## src/rtl/dot_feeder_23.sv

```systemverilog
// ============================================================================
// Module   : dot_feeder_23
// Purpose  : Producer-side sequencer for one dot channel: fills a 36-word
//            activation vector, then walks every phase/chip-select pair.
// Revision : 1.0 - initial release
// ============================================================================
`default_nettype none

module dot_feeder_23 #(
    parameter int DATA_LEN  = 16,
    parameter int CS_NUM    = 9,
    parameter int PHASE_NUM = 8,
    parameter int TIMEOUT   = 15
) (
    input  logic                     clk,
    input  logic                     rst,
    input  logic                     i_start,
    input  logic                     i_in_valid,
    input  logic [DATA_LEN-1:0]      i_in_data,
    output logic                     o_in_ready,
    output logic [36*DATA_LEN-1:0]   o_d,
    output logic [3:0]               o_cs,
    output logic [2:0]               o_phase,
    output logic                     o_ws_load,
    output logic                     o_dc_load,
    input  logic                     i_dc_valid,
    input  logic [DATA_LEN-1:0]      i_dc_q,
    output logic                     o_out_valid,
    output logic [DATA_LEN-1:0]      o_out_data,
    output logic                     o_busy,
    output logic                     o_done,
    output logic                     o_err
);

    localparam int              c_NUM_WORDS = 36;
    localparam int              c_WD_W      = (TIMEOUT > 1) ? $clog2(TIMEOUT) : 1;
    localparam logic [c_WD_W-1:0] c_WD_LAST = c_WD_W'(TIMEOUT - 1);
    localparam logic [3:0]      c_CS_LAST   = 4'(CS_NUM - 1);
    localparam logic [2:0]      c_PH_LAST   = 3'(PHASE_NUM - 1);
    localparam logic [5:0]      c_FILL_LAST = 6'(c_NUM_WORDS - 1);

    typedef enum logic [2:0] {
        S_IDLE = 3'd0,
        S_FILL = 3'd1,
        S_LOAD = 3'd2,
        S_WAIT = 3'd3,
        S_GAP  = 3'd4
    } state_t;

    state_t                       r_state;
    logic [5:0]                   r_fill_cnt;
    logic [c_WD_W-1:0]            r_wd_cnt;
    logic [c_NUM_WORDS*DATA_LEN-1:0] r_d;
    logic [3:0]                   r_cs;
    logic [2:0]                   r_phase;
    logic                         r_in_ready;
    logic                         r_ws_load;
    logic                         r_dc_load;
    logic                         r_out_valid;
    logic [DATA_LEN-1:0]          r_out_data;
    logic                         r_busy;
    logic                         r_done;
    logic                         r_err;

    // Outputs are registered alongside each transition so they line up with the new state.
    always_ff @(posedge clk) begin
        if (rst) begin
            r_state     <= S_IDLE;
            r_fill_cnt  <= '0;
            r_wd_cnt    <= '0;
            r_d         <= '0;
            r_cs        <= '0;
            r_phase     <= '0;
            r_in_ready  <= 1'b0;
            r_ws_load   <= 1'b0;
            r_dc_load   <= 1'b0;
            r_out_valid <= 1'b0;
            r_out_data  <= '0;
            r_busy      <= 1'b0;
            r_done      <= 1'b0;
            r_err       <= 1'b0;
        end else begin
            r_out_valid <= 1'b0;
            r_done      <= 1'b0;
            r_err       <= 1'b0;
            case (r_state)
                S_IDLE: begin
                    if (i_start) begin
                        r_state    <= S_FILL;
                        r_cs       <= '0;
                        r_phase    <= '0;
                        r_fill_cnt <= '0;
                        r_in_ready <= 1'b1;
                        r_busy     <= 1'b1;
                    end
                end
                S_FILL: begin
                    if (i_in_valid) begin
                        for (int k = 0; k < c_NUM_WORDS; k++) begin
                            if (r_fill_cnt == 6'(k)) begin
                                r_d[k*DATA_LEN +: DATA_LEN] <= i_in_data;
                            end
                        end
                        r_fill_cnt <= r_fill_cnt + 6'd1;
                        if (r_fill_cnt == c_FILL_LAST) begin
                            r_state    <= S_LOAD;
                            r_in_ready <= 1'b0;
                            r_ws_load  <= 1'b1;
                            r_dc_load  <= 1'b1;
                        end
                    end
                end
                S_LOAD: begin
                    r_state  <= S_WAIT;
                    r_wd_cnt <= '0;
                end
                S_WAIT: begin
                    // A result arriving on the last tolerated cycle still wins over the watchdog.
                    if (i_dc_valid) begin
                        r_out_data  <= i_dc_q;
                        r_out_valid <= 1'b1;
                        r_ws_load   <= 1'b0;
                        r_dc_load   <= 1'b0;
                        r_state     <= S_GAP;
                    end else if (r_wd_cnt == c_WD_LAST) begin
                        r_err     <= 1'b1;
                        r_ws_load <= 1'b0;
                        r_dc_load <= 1'b0;
                        r_busy    <= 1'b0;
                        r_state   <= S_IDLE;
                    end else begin
                        r_wd_cnt <= r_wd_cnt + 1'b1;
                    end
                end
                S_GAP: begin
                    if (r_cs < c_CS_LAST) begin
                        r_cs      <= r_cs + 4'd1;
                        r_ws_load <= 1'b1;
                        r_dc_load <= 1'b1;
                        r_state   <= S_LOAD;
                    end else begin
                        r_cs <= '0;
                        if (r_phase < c_PH_LAST) begin
                            r_phase    <= r_phase + 3'd1;
                            r_fill_cnt <= '0;
                            r_in_ready <= 1'b1;
                            r_state    <= S_FILL;
                        end else begin
                            r_done  <= 1'b1;
                            r_busy  <= 1'b0;
                            r_state <= S_IDLE;
                        end
                    end
                end
                default: begin
                    r_state <= S_IDLE;
                end
            endcase
        end
    end

    assign o_in_ready  = r_in_ready;
    assign o_d         = r_d;
    assign o_cs        = r_cs;
    assign o_phase     = r_phase;
    assign o_ws_load   = r_ws_load;
    assign o_dc_load   = r_dc_load;
    assign o_out_valid = r_out_valid;
    assign o_out_data  = r_out_data;
    assign o_busy      = r_busy;
    assign o_done      = r_done;
    assign o_err       = r_err;

endmodule

`default_nettype wire

```

## config.mk

```make
export PLATFORM = sky130hd
export DESIGN_NAME = dot_feeder_23
export DESIGN_NICKNAME = d
export VERILOG_FILES = /design/src/rtl/dot_feeder_23.sv
export SDC_FILE = /design/constraint.sdc
export NUM_CORES = 1
export LEC_CHECK = 0
export ABC_AREA = 1
export CAP_MARGIN = 20
export CORE_MARGIN = 5
export CORE_UTILIZATION = 30
export CTS_BUF_LIST = sky130_fd_sc_hd__clkbuf_16
export DETAILED_ROUTE_END_ITERATION = 7
export PLACE_DENSITY = 0.62
export RECOVER_POWER = 50
export SYNTH_ARGS = -nofsm -noshare
export SYNTH_HDL_FRONTEND = slang
export SYNTH_SLANG_ARGS = --single-unit
```

## constraint.sdc

```tcl
create_clock -name clk -period 4.8 [get_ports clk]
set_input_delay 0.48 -clock clk [delete_from_list [all_inputs] [get_ports clk]]
set_output_delay 0.48 -clock clk [all_outputs]
set_load 0.005 [all_outputs]
```

======== Word level (Yosys, flattened, before mapping) ========
Index checks and enable logic that the tools add are counted.
storage, ports and cells
  word-level logic and storage cells ...... 204
  output and inout port bits .............. 606
  register bits after elaboration ......... 618
  input bits .............................. 37
cells by class
  add/subtract/negate cells ............... 4
  mux-type cells .......................... 42
  reductions and logical operators ........ 55
  eq/ne operators ......................... 51
  $lt $le $gt $ge ......................... 2
  bitwise logic cells ..................... 2
operators with widths
  cell                   count
  $reduce_and A3 Y1      37
  $eq A6 B5 Y1 const B   16
  $eq A6 B4 Y1 const B   8
  $eq A6 B3 Y1 const B   4
  $eq A6 B6 Y1 const B   4
  $mux W3                8
  $mux W6                4
  $ne A2 B2 Y1 const B   10
  $pmux W6 S3            1
  $mux W1                17
  $mux W4                4
  $pmux W4 S2            2
  $pmux W3 S5            1
  $eq A6 B2 Y1 const B   2
  $reduce_and A6 Y1      2
  $reduce_and A5 Y1      2
  $pmux W1 S3            3
  $reduce_bool A3 Y1     3
  $add A4 B1 Y4 const B  2
  $reduce_and A4 Y1      2
  $add A6 B1 Y6 const B  1
  $eq A3 B2 Y1 const B   2
  $eq A6 B1 Y1 const B   1
  $logic_not A6 Y1       1
  15 further kinds       19

======== Logic depth before layout (Yosys ltp) ========
Gate-level depths: netlist of run 1.
  depth in word-level cells ............... 4
  depth in mapped cells ................... 10
  mapped depth without buffers ............ 10

======== Least setup slack after synthesis of run 1 ========
No wires, ideal clock.
  path kind ............................... reg-to-reg
  from .................................... reg r_fill_cnt[0]
  to ...................................... reg r_d[231] (netlist: o_d[231])
  slack ................................... 3097 ps
  required time ........................... 4684 ps
  stages on the path, launching flop included .. 11
  path buffers ............................ 1
  clock period less this slack ............ 1703 ps
  arrival ................................. 1587 ps
  library setup time ...................... 116 ps
  path through ............................ dfxtp_1 inv_1 ha_1 inv_1 nor2_2 inv_1 nor2_8 inv_1 buf_2 nor2_1 nor2_1
on the way
  word-level cells in the longest chain between the ends .. 2
ends and longest elaborated chain
  element                          line  source
  from (decl)                      51    logic [5:0] r_fill_cnt;
  from (signal assigned)           104   r_fill_cnt <= r_fill_cnt + 6'd1;
  $eq A6 B4 Y1                     100   if (r_fill_cnt == 6'(k)) begin
  $reduce_and A3 Y1 (no line)      -
  to (signal, indexed assignment)  101   r_d[k*DATA_LEN +: DATA_LEN] <= i_in_data;
  to (decl)                        53    logic [c_NUM_WORDS*DATA_LEN-1:0] r_d;
No other way between the ends.
A chain may end at the register's enable or synchronous reset.

======== Worst setup path in the final report of run 1 ========
  from .................................... reg r_state[0]
  to ...................................... reg r_d[494] (netlist: o_d[494])
on the way
  word-level cells in the longest chain between the ends .. 2
ends and longest elaborated chain
  element                      line  source
  from (decl)                  50    state_t r_state;
  from (signal assigned)       68    r_state <= S_IDLE;
  from (signal assigned)       89    r_state <= S_FILL;
  from (signal assigned)       106   r_state <= S_LOAD;
  $eq A3 B1 Y1                 86    case (r_state)
  $reduce_and A3 Y1 (no line)  -
No other way between the ends.

==> results of run 1 <==
## path summary, 6_finish.rpt
kind                            startpoint  endpoint  slack (ns)  depth (start not counted)
worst min-delay path              o_d[397]  o_d[397]        0.44                          2
worst max register to register  r_state[0]  o_d[494]        1.38                          8
worst min register to register    o_d[397]  o_d[397]        0.44                          2
worst max-delay path            r_state[0]  o_d[494]        1.38                          8
## layer usage
metal | part of all wire (%) | vias up
li1 | - | 10310
met1 | 43 | 9523
met2 | 45 | 702
met3 | 8.0 | 182
met4 | 4.0 | 6
met5 | 0.037 | -
## per-stage QoR
step | cell area (um2) | setup slack [ns] | power, mW | hold WS [ns]
global route | 31810 | 0.9492 | 11.59 | 0.4037
global placement | 29400 | 1.700 | 5.866 | 0.4306
CTS | 31770 | 1.899 | 11.34 | 0.3987
detailed placement | 29400 | 1.701 | 5.868 | 0.4344
floorplan | 22500 | 3.097 | 5.593 | 0.4402
finish | 31810 | 1.377 | 11.19 | 0.4380
## registers in the layout, summed over array words and instances (netlist names), 3 cells and up
| signal | flops |
|---|---|
| o_cs | 4 |
| r_fill_cnt | 6 |
| o_out_data | 16 |
| o_d | 576 |
| r_wd_cnt | 4 |
| o_phase | 3 |
| r_state | 3 |
## cell families (layout without fill, tap and decap cells)
kind of cell	count (synthesis)	after routing	share of synthesized area, %
other	0	1	0
adders and majority gates	8	8	0.4448
DFF	618	618	54.98
AOI/OAI and AO/OA	895	895	19.93
buffers and inverters	576	1156	10.01
and+or+nand+nor	799	799	14.56
xor gates and xnor gates	2	2	0.07786
## power groups by stage
stage	Sequential [mW]	Combinational [mW]	Clock [mW]
2_1_floorplan	5.30	0.292	0
3_3_place_gp	5.30	0.564	0
3_5_place_dp	5.30	0.565	0
4_1_cts	5.19	0.566	5.58
5_1_grt	5.19	0.602	5.79
6_report	5.19	0.555	5.45
## layout by cell type (no fill, tap or decap), types with 2 or more instances in the layout
cell type / count
a21oi_1: 340
a22oi_1: 2
buf_12: 2
buf_16: 3
buf_2: 17
buf_4: 30
bufinv_16: 6
clkbuf_1: 5
clkbuf_16: 71
clkdlybuf4s50_1: 91
clkinv_1: 20
clkinv_16: 4
clkinv_2: 10
clkinv_4: 2
clkinvlp_4: 5
dfxtp_1: 618
dlygate4sd3_1: 534
ha_1: 8
inv_1: 349
inv_16: 2
inv_8: 2
nand2_1: 113
nand3_1: 78
nand4_1: 4
nor2_1: 587
nor2_4: 5
nor2_8: 5
nor4_1: 2
o21ai_0: 534
o21ai_1: 18
xor2_1: 2
## final cells by class
class                      instances  area, um2
fill                            7466      42630
sequential                       618      12370
multi-input combinational       1704       7861
timing repair buffer             682       6708
clock buffer                      71       1777
inverter                         342       1291
tap                              969       1212
clock inverter                    61      590.6
antenna                            1      2.502
## worst min-delay path, delay by kind of cell, from the launching register on
family | cells | cell delay, ns
buf+inv | 1 | 0.04
compound gates | 1 | 0.05
flops | 1 | 0.30
==> metrics.md, run 1 <==
| Metric | Value |
|---|---|
| Status | completed |
| Critical Path, Cell by Cell | nand2_2 > nor2_1 > nand2_1 > nor2_1 > buf_4 > nand2_1 > nand2_1 > a21oi_1 |
| Crit path required time | 5.23 ns |
| Syn avg cell area | 7.765 um2 |
| Die W | 283.9 um |
| Vias post-DR | 20720 |
| Congestion Overflow GR | 0 |
| Final min period | 3.423 ns |
| Post-CTS Resized | 0 |
| Post-CTS Setup Inserts | 0 |
| CP Class | reg2reg |
| Most frequent cells after synthesis | dfxtp_1, nor2_1, o21ai_0, a21oi_1, inv_1 |
| Clock sinks | roughly 620 |
| Synthesis-to-finish area growth | 41.38% |
| Synth Warn # | 0 |
| Via density | 4.659 |
| Placed Cells | 4312 |
| Crit start category | flop |
| Internal power | 8.397 mW |
| Period utilisation layout | a little under three quarters |
| Cell family with most CP delay | simple AND/OR/NAND/NOR gates |
| Crit-path slowest cell | nor2_1 |
| GRT met2 Usage | 33.59% |
| Unrepaired setup endpoints after global routing | false |
| # rows | 100 |
| Final setup fails | 0 |
| GPL Wtd Cong | 0.7905 |
| Setup crit end kind | flop |
| Post-synth EDFFs | 0 |
| I/O pins | about 640 |
| Hold Crit Class | reg2reg |
| Initial Util | a little under a third |
| Rel. slew slack | around 5.6% |
| Reg clk slew, reported paths | 0.06 ns |
| Synthesized net count | about 2900 |
| Sequential area share after synthesis | 54.98% |
| Initial DRC Count | 1639 |
| Sequential Power Share | 46.4% |
| Max Cap Violations | 0 |
| Cells after Synth | between 2000 and 3000 |
| Initial antenna violation count | 6 |
| Final hold vios | 0 |
| Avg WL per Cell | 20.14 um |
| NumNets Final | 3464 |
| Most frequent CP cell | nand2_1 |
| Sw frac | 24.98% |
| Most common cell in the synthesized netlist | dfxtp_1 |
| Clk network pwr share | 48.7% |
| First-pass GRT wire length | 130.3 mm |
| Netlist cell types | 29 |
| Core Util, Final | 42.73% |
| Finished Layout Cells | between 4000 and 5000 |
| Worst-case clock buffer depth | 3 |
| Total GRT Usage | 21.00% |
| Clock Latency Late Sink | 0.62 ns |
| P_sw | about 2.8 mW |
| Largest net degree at the start of global routing | 150 |
| Buffer and inverter count on the worst path | 1 |
| Root Buffer | clkbuf_16 |
| CP max FO | 51 |
| Routed wire length | ~90 mm |
| Synth top area cells | dfxtp_1, o21ai_0, nor2_1 |
| H-tree lvl count | 3 |
| Async SR Flop Fraction | 0% |
| LEAKAGE | 13.86 nW |
| Post-synth top area cell | dfxtp_1 |
| Port Buf Inserts | 642 |
| Share of layout cells above drive strength 1 | under 10% |
| Hold_buf cts | 0 |
| Top cell type's share of synthesized area | 54.98% |
| Worst slew pin tran | 1.416 ns |
| Flops & latches, synth | ~620 |
| Grt met1 use | 26.34% |
| Setup TNS | 0 ns |
| Die H | between 200 and 300 um |
| Highest cell delay on the worst timing path | 0.66 ns |
| CTS tree | done |
| Core area | ~0.074 mm2 |
| Most Crowded Layer GR | met2 |
| Vias in the first global route | approximately 19000 |
| Top_reg_cell synth | dfxtp_1 |
| Power density cells | 351.8 mW/mm2 |
| Final Slew Violations | 0 |
| Comb power frac | 5.0% |
| Clock Skew | 0.03640 ns |
| Post-route ant nets | 0 |
| Total CTS buffers | 71 |
| Peak VDD IR | ~0.29 mV |
| DRT Pass-1 Iters | 6 |
| Post-Syn Area | 0.02250 mm2 |
| Max Clock Freq | 292.1 MHz |
| Die area | between 0.08 and 0.09 mm2 |
| Worst path arrival time | 3.86 ns |
| Detail Placement HPWL | 56.87 mm |
| M3 GR Usage | between 6 and 7% |
| DRC | 0 |
Note: power is estimated with default switching activity, not from simulation.
==> run 2, diff against run 1 <==
==> constraint.sdc (replaced) <==
create_clock -name clk -period 3.6 [get_ports clk]
set_input_delay 0.36 -clock clk [delete_from_list [all_inputs] [get_ports clk]]
set_output_delay 0.36 -clock clk [all_outputs]
set_load 0.005 [all_outputs]
==> run 2 against run 1 <==
Non-clock buffer count rose by 23. Routed wire length rose by 0.67%. Cell count is 0.40% higher. Power increased by 32%. Clock skew fell by 0.022 ns. Critical path depth decreased by 1. Worst setup slack lost 0.46 ns.
==> metrics.md, run 2 (synthesized netlist as in run 1, its figures left out) <==
| Metric | Value |
|---|---|
| Status | completed |
| Die area | 0.08059 mm2 (unchanged) |
| Crit-path slowest cell | clkbuf_1 |
| Most common cell after layout, fill and taps aside | dfxtp_1 |
| Setup TNS | 0 ns (unchanged) |
| Clock Skew | 0.01420 ns (-0.02221 ns) |
| Largest net degree at the start of global routing | 132 (-12%) |
| Vias post-DR | 20920 (+0.97%) |
| Vias in the first global route | 19400 (+1.1%) |
| Clock Latency Late Sink | 0.60 ns (-0.02 ns) |
| Area post-placement | 0.02961 mm2 (+0.71%) |
| Post-route ant nets | 0 (unchanged) |
| Min Hold Slack | 0.2581 ns (-0.1798 ns) |
| Unrepaired setup endpoints after global routing | false |
| Total GRT Usage | 21.17% (+0.17 points) |
| Clock sinks | 618 (unchanged) |
| Slack of the critical path | 0.9181 ns (-0.4589 ns) |
| Finished Layout Cells | 4466 (+0.40%) |
| NumNets Final | 3487 (+0.66%) |
| CP max FO | 20 (-61%) |
| Post-place setup slack | 0.9378 ns (-0.7633 ns) |
| LEAKAGE | 14.13 nW (+1.9%) |
| # rows | 100 (unchanged) |
| Final instance area | 0.03187 mm2 (+0.18%) |
| Hold Crit Class | in2reg |
| I/O pins | 643 (unchanged) |
| Die H | 283.9 um (unchanged) |
| Crit path to | r_wd_cnt[1] |
| Congestion Overflow GR | 0 (unchanged) |
| Final Slew Violations | 0 (unchanged) |
| Initial antenna violation count | 4 (-2) |
| Hold_buf cts | 0 (unchanged) |
| Max Clock Freq | 372.9 MHz (+28%) |
| Highest cell delay on the worst timing path | 0.67 ns (about the same) |
| Initial DRC Count | 1510 (-7.9%) |
| Crit path required time | 4.13 ns (-1.10 ns) |
| Power density cells | 463.1 mW/mm2 (+32%) |
| First-pass GRT wire length | 131.4 mm (+0.85%) |
| Worst path arrival time | 3.21 ns (-0.65 ns) |
| Routed wire length | 90.16 mm (+0.67%) |
| Total CTS buffers | 71 (unchanged) |
| Cell family with most CP delay | buffers and inverters |
| Final hold vios | 0 (unchanged) |
| Core Util, Final | 42.81% (+0.076 points) |
| Placed Cells | 4338 (+0.60%) |
| Crit start category | flop |
| Worst-case clock buffer depth | 3 (unchanged) |
| DRT Pass-1 Iters | 5 (-1) |
| Post-CTS Resized | 0 (unchanged) |
| Synthesis-to-finish area growth | 41.63% |
| Avg WL per Cell | 20.19 um (+0.26%) |
| Final min period | 2.682 ns (-0.7411 ns) |
| Buffer and inverter count on the worst path | 2 (+1) |
| Peak VDD IR | 0.3442 mV (+20%) |
| DRC | 0 (unchanged) |
| Crit path from | r_state[1] |
| Die W | 283.9 um (unchanged) |
| Final setup fails | 0 (unchanged) |
| Core area | 0.07445 mm2 (unchanged) |
| Port Buf Inserts | 642 (unchanged) |
| GPL Wtd Cong | 0.8107 (+2.6%) |
| Via density | 4.685 (+0.56%) |
| CTS tree | done |
| Rel. slew slack | 6.826% (+1.2 points) |
| Critical R2R Launch | r_state[1] |
| Initial Util | 30.23% (unchanged) |
| Reg clk slew, reported paths | 0.06 ns (about the same) |
| Levels on crit path | 7 (-1) |
| Largest register FFs | 576 (unchanged) |
| Worst reg2reg path depth | 7 (-1) |
| Share of layout cells above drive strength 1 | 5.578% (+0.69 points) |
| Period utilisation layout | 74.50% (+3.2 points) |
| Max Cap Violations | 0 (unchanged) |
| Commonest non-fill, non-tap cells in the layout | dfxtp_1, dlygate4sd3_1, nor2_1 |
| Worst slew pin tran | 1.398 ns (-0.01840 ns) |
| Critical Path, Cell by Cell | nand3_1 > nor2_1 > clkbuf_1 > inv_1 > nand2_1 > o21ai_0 > a21oi_1 |
| Root Buffer | clkbuf_16 |
| Reg2reg setup slack | 0.92 ns (-0.46 ns) |
| CP Class | reg2reg |
| H-tree lvl count | 3 (unchanged) |
| Detail Placement HPWL | 58.96 mm (+3.7%) |
| Setup crit end kind | flop |
| Tot Pwr | 14.76 mW (+32%) |
| RR Endpoint | r_wd_cnt[1] |
| Post-CTS Setup Inserts | 0 (unchanged) |
## run 2: cell count changes in the layout (fill, tap and decap cells not counted), moves of 3 or more
cell             delta
buf_16              -3
clkdlybuf4s50_1    -55
inv_1               +3
buf_4              +28
dlygate4sd3_1      +55
clkbuf_1            -3
clkinvlp_4          -3
clkinv_1            -4
clkinv_16           -3
## run 2: where the power goes
group          switching [mW]  total [mW]  internal (mW)
logic                   0.550       0.755          0.205
registers              0.0300        6.92           6.89
clock network            3.00        7.09           4.09
## run 2: layout make-up
cell class                      count  area (um2)
Inverter                          342        1291
Clock buffer                       72        1802
Sequential cell                   618       12370
Timing Repair Buffer              705        6844
Multi-Input combinational cell   1704        7879
Clock inverter                     55       467.9
Antenna cell                        1       2.502
Fill cell                        7469       42580
Tap cell                          969        1212
## run 2: worst min-delay path by stage
| stage | start | endpoint | slack [ns] | depth (start not counted) |
|---|---|---|---|---|
| finish | i_in_data[6] | o_d[214] | 0.26 | 3 |
| global route | i_in_data[6] | o_d[214] | 0.25 | 3 |
| CTS | i_in_data[6] | o_d[214] | 0.21 | 3 |
| detailed placement | o_d[376] | o_d[376] | 0.43 | 2 |
| global placement | o_d[536] | o_d[536] | 0.43 | 2 |
| floorplan | i_dc_valid | o_err | 0.44 | 1 |
## run 2: worst reg2reg max path, cell delays in order, from the launching register on
cell      delay [ns]
dfxtp_1         0.46
nand3_1         0.24
nor2_1          0.14
clkbuf_1        0.67
inv_1           0.60
nand2_1         0.25
o21ai_0         0.10
a21oi_1         0.15
## run 2: layer usage
layer | share of wire [%] | wire [um] | track usage, %
met5 | 0.035 | 32 | 0
met4 | 4.0 | 3618 | 8.091
met3 | 7.8 | 7023 | 6.289
met2 | 46 | 41450 | 34.21
met1 | 42 | 38040 | 26.73
